## src/rtl/j_tx_driver.sv

```systemverilog
// j stream transmitter: host-filled byte FIFO drained one byte per valid pulse with a programmable gap.
// Optional per-packet checksum byte when J_TX_CKSUM_EN is defined.
module j_tx_driver #(
   parameter int DEPTH   = 8,
   parameter int GAPW    = 4,
   parameter int PKT_LEN = 4
) (
   input  logic            clock_i,
   input  logic            reset_ni,
   input  logic            wr_en_i,
   input  logic [7:0]      wr_data_i,
   input  logic            enable_i,
   input  logic [GAPW-1:0] gap_i,
   output logic            full_o,
   output logic            empty_o,
   output logic            overflow_o,
   output logic            valid_o,
   output logic [7:0]      j_o
);

   localparam int AW = $clog2(DEPTH);

   if (DEPTH < 2 || (DEPTH & (DEPTH - 1)) != 0 || PKT_LEN < 1 || GAPW < 1) begin : g_bad_param
      $error("j_tx_driver: DEPTH must be a power of 2 >= 2, PKT_LEN and GAPW >= 1");
   end

`ifdef J_TX_CKSUM_EN
   typedef enum logic [1:0] {S_IDLE, S_SEND, S_GAP, S_CKSUM} state_t;
   localparam int CW = $clog2(PKT_LEN + 1);
   localparam logic [CW-1:0] PKT_CNT = CW'(PKT_LEN);
   logic [7:0]    sum_q, sum_d;
   logic [CW-1:0] cnt_q, cnt_d;
`else
   typedef enum logic [1:0] {S_IDLE, S_SEND, S_GAP} state_t;
`endif

   state_t          state_q, state_d;
   logic [AW:0]     wptr_q, rptr_q;
   logic [GAPW-1:0] gcnt_q, gcnt_d;
   logic            valid_q, valid_d;
   logic [7:0]      j_q, j_d;
   logic            ovf_q;
   logic [7:0]      mem [DEPTH];

   logic       full, empty, push, pop, slot;
   logic [7:0] head;

   // Pointers carry one extra wrap bit so full and empty are distinguishable.
   assign empty = (wptr_q == rptr_q);
   assign full  = (wptr_q[AW] != rptr_q[AW]) && (wptr_q[AW-1:0] == rptr_q[AW-1:0]);
   assign push  = wr_en_i && !full;
   assign head  = mem[rptr_q[AW-1:0]];

   // NOTE: storage array has no reset; the pointers alone define which entries are live.
   always_ff @(posedge clock_i) begin
      if (push) mem[wptr_q[AW-1:0]] <= wr_data_i;
   end

   // NOTE: every variable gets a default first so no path can infer a latch.
   always_comb begin
      state_d = state_q;
      gcnt_d  = gcnt_q;
      valid_d = 1'b0;
      j_d     = j_q;
      pop     = 1'b0;
      slot    = 1'b0;
`ifdef J_TX_CKSUM_EN
      sum_d   = sum_q;
      cnt_d   = cnt_q;
`endif
      // A slot is the first edge at which a new byte may be launched.
      case (state_q)
         S_IDLE: slot = 1'b1;
         S_GAP: begin
            if (gcnt_q == GAPW'(1)) slot = 1'b1;
            else                    gcnt_d = gcnt_q - 1'b1;
         end
         default: begin
            if (gcnt_q == '0) slot = 1'b1;
            else              state_d = S_GAP;
         end
      endcase

      if (slot) begin
         state_d = S_IDLE;
`ifdef J_TX_CKSUM_EN
         if (cnt_q == PKT_CNT) begin
            state_d = S_CKSUM;
            valid_d = 1'b1;
            j_d     = sum_q;
            gcnt_d  = gap_i;
            sum_d   = '0;
            cnt_d   = '0;
         end else
`endif
         if (enable_i && !empty) begin
            pop     = 1'b1;
            state_d = S_SEND;
            valid_d = 1'b1;
            j_d     = head;
            gcnt_d  = gap_i;
`ifdef J_TX_CKSUM_EN
            sum_d   = sum_q + head;
            cnt_d   = cnt_q + CW'(1);
`endif
         end
      end
   end

   // NOTE: sequential state uses non-blocking assignments only.
   always_ff @(posedge clock_i or negedge reset_ni) begin
      if (!reset_ni) begin
         state_q <= S_IDLE;
         wptr_q  <= '0;
         rptr_q  <= '0;
         gcnt_q  <= '0;
         valid_q <= 1'b0;
         j_q     <= 8'h00;
         ovf_q   <= 1'b0;
`ifdef J_TX_CKSUM_EN
         sum_q   <= '0;
         cnt_q   <= '0;
`endif
      end else begin
         state_q <= state_d;
         gcnt_q  <= gcnt_d;
         valid_q <= valid_d;
         j_q     <= j_d;
         // A write into a full FIFO is dropped even if a pop frees a slot on the same edge.
         ovf_q   <= ovf_q | (wr_en_i && full);
         if (push) wptr_q <= wptr_q + 1'b1;
         if (pop)  rptr_q <= rptr_q + 1'b1;
`ifdef J_TX_CKSUM_EN
         sum_q   <= sum_d;
         cnt_q   <= cnt_d;
`endif
      end
   end

   assign full_o     = full;
   assign empty_o    = empty;
   assign overflow_o = ovf_q;
   assign valid_o    = valid_q;
   assign j_o        = j_q;

endmodule

```

## config.mk

```make
export PLATFORM = sky130hd
export DESIGN_NAME = j_tx_driver
export DESIGN_NICKNAME = d
export VERILOG_FILES = /design/src/rtl/j_tx_driver.sv
export SDC_FILE = /design/constraint.sdc
export NUM_CORES = 1
export LEC_CHECK = 0
export ABC_CLOCK_PERIOD_IN_PS = 3820
export BUFFER_PORTS_ARGS = -buffer_cell sky130_fd_sc_hd__buf_2
export CORE_UTILIZATION = 35
export DETAILED_ROUTE_END_ITERATION = 8
export HOLD_SLACK_MARGIN = 0.15
export SETUP_SLACK_MARGIN = 0.15
export SLEW_MARGIN = 5
export SYNTH_ARGS = -nofsm -noshare
export SYNTH_HDL_FRONTEND = slang
export SYNTH_SLANG_ARGS = --single-unit
```

## constraint.sdc

```tcl
create_clock -name clock_i -period 3.82 [get_ports clock_i]
set_input_delay 0.573 -clock clock_i [delete_from_list [all_inputs] [get_ports clock_i]]
set_output_delay 0.573 -clock clock_i [all_outputs]
set_load 0.05 [all_outputs]
```

==> results of run 1 <==
## kinds of logic after synthesis
family,Yosys count
AO/OA/AOI/OAI,27
XOR/XNOR,11
adder cells (fa/ha/maj),4
buffers and inverters,16
flip-flops,88
multiplexers,30
AND/OR/NAND/NOR,32
## registers in the layout, summed over array words and instances, names as in the netlist
name        flops
mem            64
j_o             8
gcnt_q          4
rptr_q          4
wptr_q          4
state_q         2
overflow_o      1
valid_o         1
## metal layers
metal	track usage	wire, um	vias up
met5	0	0	-
met4	0.0357	61	0
met3	0.0451	292	6
met2	0.195	2860	40
met1	0.168	2990	917
li1	-	-	858
## Yosys cell counts, types with 2 or more instances
master     n
edfxtp_1  64
dfrtp_1   24
mux4_2    16
a21oi_1    9
mux2i_1    9
a21oi_2    8
nor2_1     8
nand2_1    7
xnor2_1    6
buf_6      5
xor2_1     5
clkbuf_1   4
ha_1       4
inv_1      4
mux2_4     4
nand2b_1   4
nand3_1    4
o21ai_0    3
nor3_1     2
nor4_1     2
## critical path: stages, from the launching register on
cell	delay, ns
dfrtp_1	0.93
xor2_1	0.25
or4b_4	0.71
inv_2	0.07
buf_2	0.25
## layout make-up
cell class	count	area, sq um
Inverter	5	18.8
Clock inverter	7	68.8
Multi-Input combinational cell	104	1030
Timing Repair Buffer	32	173
Tap cell	133	166
Fill cell	898	5850
Clock buffer	9	124
Sequential cell	88	2520
## worst paths after layout
path / startpoint / endpoint / cells past startpoint
hold / removal: reset_ni / wptr_q[0] / 1
max in group asynchronous: reset_ni / j_o[0] / 1
hold reg to reg: overflow_o / overflow_o / 1
setup reg to reg: rptr_q[1] / mem[1][3] / 4
setup / recovery: rptr_q[1] / empty_o / 4
min in group clock_i: wr_en_i / overflow_o / 2
## per-stage QoR
| step | area (sq um) | power, W | instances |
|---|---|---|---|
| after CTS | 4100 | 0.00347 | 378 |
| after global routing | 4100 | 0.00364 | 378 |
| final | 4100 | 0.00342 | 378 |
| after floorplan | 3650 | 0.00257 | 208 |
| after global placement | 3910 | 0.00282 | 362 |
| after detailed placement | 3910 | 0.00285 | 362 |
## report_power, final
group          leakage [nW]  internal, W  switching, W
combinational         0.523     0.000563      0.000787
sequential            0.860      0.00127      0.000183
clock                0.0937     0.000256      0.000359
total                  1.48      0.00209       0.00133
==> metrics, run 1 <==
Max VDD drop=about 0.00039 V; Netlist Area Pre-Place=between 0.003 and 0.004 sq mm; min-delay worst type=input pin to asynchronous set/reset pin; Slew headroom=0.417; HPWL after detailed placement=between 4 and 5 mm; routed wire length=a little over 6 mm; cts-stage hold buffer count=0; Clock Latency Late Sink=about 0.36 ns; post-synth top area cell=edfxtp_1; flop2flop setup slack=between 1 and 1.5 ns; worst setup margin=0.678 ns; H-tree Lvls=3; maximum clock frequency=318 MHz; Die Y=104 um; remaining antenna violation count=0; main combinational cell family by area after synthesis=multiplexers; PD cells=roughly 830 mW/mm^2; Post-Synth Simple-Gate Area=0.0459; Lkg Pwr=between 1 and 1.5 nW; Setup Skew=between 0.009 and 0.01 ns; Post-Synth Adder-Cell Area=0.0137; row count=36; Synth top area share=0.526; Distinct cells, synth=36; GR Util All Layers=0.126; initial antenna violation count=0; final setup vio count=0; DRC=0; syn nets=228; Synth Flop Type=edfxtp_1; setup tns final=0 ns; core area=about 0.01 sq mm; RSZ-0062 raised after global routing=false; Post-Place Worst Slack=between 1 and 1.5 ns; Mapped Avg Cell Area=~18 sq um; most common cell after layout, fill and taps aside=edfxtp_1; Final Wtd Congestion=0.784; Vias=1,821; TritonCTS buffer count=9; initial core utilization=0.367; grt ovf=0; # Post-CTS Setup Buffers=0; Ys Warns=0; Synth async-reset ratio=0.273; DR vias/cell=between 4 and 5; CTS clk-pin slew, worst paths=~0.10 ns; CP Launch Type=flip-flop; CP Data Arrival Time=2.57 ns; average wire per cell in the routed design=16.4 um; PostCTS Resize Cnt=0; fin crit share=0.823; DRT Pass-1 Iters=4; I/O Pins=28; status=complete, no violations; vias in the first global route=around 1,900; Worst EP required=about 3.3 ns; WS Path Type=flip-flop to output port; max cap viols=0; Die Area=around 0.011 sq mm; post-synthesis compound-gate area fraction=0.0531; global-route wire length before repair=just over 10 mm; # diodes=0; max-slew violations=0; TritonCTS Sinks=between 80 and 90; Post-synth EDFFs=64; clock root buffer=clkbuf_8; CTS max path bufs=2; 1st-iter DRT viols=slightly below 70; largest net degree at the start of global routing=25; Slew @ Worst Pin=~0.87 ns; post-synthesis sequential area ratio=0.690; area grow syn2layout=12.3%; CP max FO=20; worst hold slack=between 0.15 and 0.2 ns; nets=260; crit end category=output port; CTS tree=yes; Gate Count Post-Synth=~210; ratio of cells with drive above 1 in the final layout=0.331; #FFs+latches synth=88; most frequent cells in the layout=edfxtp_1, buf_2, dfrtp_1, mux4_2; Synth area leaders=edfxtp_1, dfrtp_1, mux4_2; port bufs=27; fin crit period=3.14 ns; Die X=104 um; mux cell area share after synthesis=0.143; Synth Area in XOR/XNOR=0.0264; Fin. Hold Viols=0; Util after Layout=0.412
Note: power is estimated with default switching activity, not from simulation.
==> run 2, diff against run 1 <==
- ABC_CLOCK_PERIOD_IN_PS: 3820 -> 3200
- clock period: 3.82 -> 3.2 ns (I/O delays scaled with it)
==> metrics, run 2 (same netlist as run 1, synthesis figures left out) <==
Max VDD drop=0.000497 V (+29%); GR Util All Layers=0.126 (-0.000273); CTS clk-pin slew, worst paths=0.08 ns (-0.02 ns); GR met3 Demand/Resource=0.0401 (-0.00501); Reg-to-Reg Start=wptr_q[0]; Setup Skew=0.00745 ns (-0.00237 ns); Crit-path slowest cell=or4b_4; WS Path Type=flip-flop to output port; grt ovf=0 (unchanged); CP Launch Type=flip-flop; DRC=0 (unchanged); maximum clock frequency=roughly 400 MHz; critical path depth=4 (unchanged); M1 GR Usage=0.167 (-0.000689); status=complete, no violations; Critical Path, Cell by Cell=xor2_1, or4b_4, inv_2, buf_2; ratio of cells with drive above 1 in the final layout=0.341 (+0.0107); row count=36 (unchanged); TritonCTS buffer count=9 (unchanged); reg2reg path depth=4 (unchanged); PD cells=1030 mW/mm^2 (+24%); Cell Area, Placed=0.00396 sq mm (+1.3%); Slew headroom=0.365 (-0.0526); min-delay worst type=input pin to flip-flop; Clock Latency Late Sink=0.35 ns (about the same); I/O Pins=28 (unchanged); Die X=104 um (unchanged); crit end category=output port; most frequent cells in the layout=edfxtp_1, buf_2, dfrtp_1, mux4_2, buf_4; buffers and inverters on the worst path=2 (unchanged); most common cell after layout, fill and taps aside=edfxtp_1; max cap viols=0 (unchanged); # Post-CTS Setup Buffers=0 (unchanged); fin crit period=approximately 2.5 ns; HPWL after detailed placement=4.31 mm (+0.73%); flop2flop setup slack=0.83 ns (-0.34 ns); max-slew violations=0 (unchanged); busiest layer in global routing=met2; DRT Pass-1 Iters=4 (unchanged); final setup vio count=0 (unchanged); setup tns final=0 ns (unchanged); Top delay family on crit path=simple AND/OR/NAND/NOR gates; Slew @ Worst Pin=0.950 ns (+0.0754 ns); area grow syn2layout=15.7%; remaining antenna violation count=0 (unchanged); fin crit share=0.792; global-route wire length before repair=10.0 mm (-1.8%); CP max FO=14 (-30%); TritonCTS Sinks=88 (unchanged); final instance area=0.00423 sq mm (+3.1%); CTS max path bufs=2 (unchanged); Final Wtd Congestion=0.723 (-7.7%); Worst EP required=2.72 ns (-0.53 ns); port bufs=27 (unchanged); CTS tree=yes; largest net degree at the start of global routing=25 (unchanged); core area=0.00995 sq mm (unchanged); r2r endpoint=mem[2][3]; initial core utilization=0.367 (unchanged); Die Area=0.0109 sq mm (unchanged); initial antenna violation count=0 (unchanged); RSZ-0062 raised after global routing=false; vias in the first global route=1,818 (-5.1%); H-tree Lvls=3 (unchanged); worst stage delay on the critical path=0.65 ns (-0.28 ns); routed wire length=6.39 mm (+3.0%); 1st-iter DRT viols=79 (+14%); Critical Path Sink=empty_o; Vias=1,831 (+0.55%); clock root buffer=clkbuf_8; Lkg Pwr=1.55 nW (+5.0%); Die Y=104 um (unchanged); Critical Path Source=wptr_q[0]; met2 Use GR=0.199 (+0.00333); nets=268 (+3.1%); average wire per cell in the routed design=16.6 um (+1.1%); DR vias/cell=4.76 (-1.3%); # diodes=0 (unchanged); Largest register FFs=64 (unchanged); CP Data Arrival Time=2.06 ns (-0.51 ns); Fin. Hold Viols=0 (unchanged)
[run 2: cell count changes in the layout (fill, tap and decap cells not counted), sizes merged]
cell,delta
buf,+7
bufinv,+4
inv,-5
clkinvlp,-2
dlygate4sd3,+1
clkinv,+2
[run 2: area by class of cell]
cell class	instances	area, sq um
fill	908	5730
timing repair buffer	40	235
clock inverter	6	133
tap	133	166
multi-input combinational	104	1030
inverter	5	18.8
sequential	88	2520
clock buffer	9	124
[run 2: layer usage]
metal  part of all wire  wire length, um
met5                  0                0
met4              0.011               70
met3              0.053              339
met2               0.47             2980
met1               0.47             3000
[run 2: worst min-delay path by stage]
stage          startpoint    endpoint  cells after the start
2_1_floorplan    reset_ni   gcnt_q[0]                      0
3_3_place_gp   overflow_o  overflow_o                      1
3_5_place_dp   overflow_o  overflow_o                      1
4_1_cts          gap_i[3]   gcnt_q[3]                      2
5_1_grt          gap_i[2]   gcnt_q[2]                      2
6_report         gap_i[2]   gcnt_q[2]                      2
[run 2: metrics by stage]
step                       util  total power [W]  hold WS [ns]  worst slack (ns)  cells
after floorplan               -          0.00307         0.184             0.402    208
after global placement    0.398          0.00340         0.440             0.991    369
after detailed placement  0.398          0.00344         0.443             0.845    369
after CTS                 0.425          0.00440         0.351             0.645    385
after global routing      0.425          0.00458         0.354             0.590    385
final                     0.425          0.00435         0.368             0.664    385
[run 2: power breakdown]
part	switching [W]	total (W)	leakage, nW	internal (W)
logic	0.00103	0.00172	0.564	0.000695
registers	0.000154	0.00167	0.860	0.00151
clock network	0.000371	0.000962	0.127	0.000592
[run 2: timing repair]
action                                 CTS  global route
hold buffers                             1             0
endpoints found under the hold margin   24             0
gates resized for setup                  0             0
==> run 3, diff against run 2 <==
- ABC_CLOCK_PERIOD_IN_PS: 3200 -> 2400
- clock period: 3.2 -> 2.4 ns (I/O delays scaled with it)
==> metrics, run 3 (same netlist as run 1, synthesis figures left out) <==
Worst EP required=2.04 ns (-0.68 ns); grt ovf=0 (unchanged); maximum clock frequency=about 460 MHz; port bufs=27 (unchanged); ratio of cells with drive above 1 in the final layout=0.375 (+0.0332); average wire per cell in the routed design=17.1 um (+3.0%); min-delay worst type=input pin to flip-flop; area used by multi-input combinational logic=0.00105 sq mm (+1.6%); initial antenna violation count=0 (unchanged); Setup Skew=0.00871 ns (+0.00126 ns); remaining antenna violation count=0 (unchanged); Max VDD drop=0.000560 V (+13%); GR Util All Layers=0.136 (+0.00965); Slew headroom=0.402 (+0.0378); area grow syn2layout=16.7%; CP Data Arrival Time=1.83 ns (-0.23 ns); TritonCTS buffer count=9 (unchanged); 1st-iter DRT viols=94 (+19%); Hold Startpoint=gap_i[2]; H-tree Lvls=3 (unchanged); final instance area=0.00427 sq mm (+0.86%); DRC=0 (unchanged); Die X=104 um (unchanged); most common cell after layout, fill and taps aside=edfxtp_1; Clock Latency Late Sink=0.36 ns (about the same); clock root buffer=clkbuf_8; CP max FO=3 (-11); DR vias/cell=4.77 (+0.31%); fin crit share=0.913; Die Area=0.0109 sq mm (unchanged); Slew @ Worst Pin=0.893 ns (-0.0566 ns); status=complete, no violations; CP Launch Type=flip-flop; # diodes=0 (unchanged); WS Path Type=flip-flop to output port; nets=274 (+2.2%); vias in the first global route=1,879 (+3.4%); Hold Crit Endpoint=gcnt_q[2]; Vias=1,870 (+2.1%); row count=36 (unchanged); final setup vio count=0 (unchanged); CTS tree=yes; core area=0.00995 sq mm (unchanged); I/O Pins=28 (unchanged); TritonCTS Sinks=88 (unchanged); max-slew violations=0 (unchanged); Hold Crit Depth=2 (unchanged); Largest register FFs=64 (unchanged); reg2reg path depth=4 (unchanged); initial core utilization=0.367 (unchanged); overall power=0.00579 W (+33%); Cell Area, Placed=0.00400 sq mm (+0.92%); r2r endpoint=mem[3][5]; RSZ-0062 raised after global routing=true; global-route wire length before repair=10.8 mm (+7.6%); flop2flop setup slack=0.23 ns (-0.60 ns); setup tns final=0 ns (unchanged); Die Y=104 um (unchanged); worst hold slack=0.230 ns (-0.138 ns); Fin. Hold Viols=0 (unchanged); CTS max path bufs=2 (unchanged); fin crit period=2.19 ns; FF+latch area=0.00252 sq mm (about the same); fillcell total=930 (+2.4%); largest net degree at the start of global routing=25 (unchanged); crit end category=output port; DRT Pass-1 Iters=4 (unchanged); routed wire length=6.70 mm (+4.9%); CTS clk-pin slew, worst paths=0.09 ns (about the same); Reg-to-Reg Start=wptr_q[0]; most frequent cells in the layout=edfxtp_1, buf_2, dfrtp_1, buf_4, mux4_2; PD cells=1360 mW/mm^2 (+32%); Lkg Pwr=1.56 nW (+0.86%); max cap viols=0 (unchanged); HPWL after detailed placement=4.31 mm (about the same); Final Wtd Congestion=0.785 (+8.5%)
-- run 3: timing repair --
action | CTS | global route
pin swaps | 1 | 0
endpoints found under the setup margin | 5 | 35
endpoints found under the hold margin | 24 | 0
setup buffers | 2 | 0
hold buffers | 1 | 0
gates resized for setup | 3 | 5
-- run 3: per-stage QoR --
stage | setup slack (ns) | std cells | util
global placement | 0.185 | 373 | 0.402
CTS | 0.164 | 392 | 0.427
floorplan | 0.263 | 208 | -
global route | 0.0868 | 392 | 0.428
detailed placement | 0.179 | 373 | 0.402
finish | 0.210 | 392 | 0.428
-- run 3: worst max path at each step --
stage          slack [ns]  cells after the start        end       from
3_3_place_gp         0.18                      3  mem[7][6]  rptr_q[3]
5_1_grt              0.09                      4  mem[3][3]  rptr_q[2]
3_5_place_dp         0.18                      4  mem[3][7]  wptr_q[1]
6_report             0.21                      5    empty_o  wptr_q[1]
2_1_floorplan        0.26                      5  mem[0][0]  wptr_q[0]
4_1_cts              0.16                      5    empty_o  wptr_q[1]
-- run 3: layer usage --
metal	vias up	part of all wire	GRT usage
met5	-	0	0
met4	0	0.014	0.0398
met3	13	0.049	0.0470
met2	38	0.48	0.213
met1	929	0.46	0.178
li1	890	-	-
-- run 3: final cells by class --
class	count	area share
Clock buffer	9	0.0290
Clock inverter	7	0.0220
Inverter	5	0.00440
Multi-Input combinational cell	104	0.245
Sequential cell	88	0.592
Tap cell	133	0.0390
Timing Repair Buffer	46	0.0686
-- run 3: where the power goes --
group / internal [W] / switching, W
sequential: 0.00202 / 0.000181
combinational: 0.00104 / 0.00144
clock: 0.000586 / 0.000527
-- run 3: worst max-delay path, stage by stage (launching register included) --
cell and delay [ns]:
dfrtp_2 0.43, xor2_1 0.18, buf_4 0.15, or4b_4 0.50, inv_2 0.08, buf_8 0.14
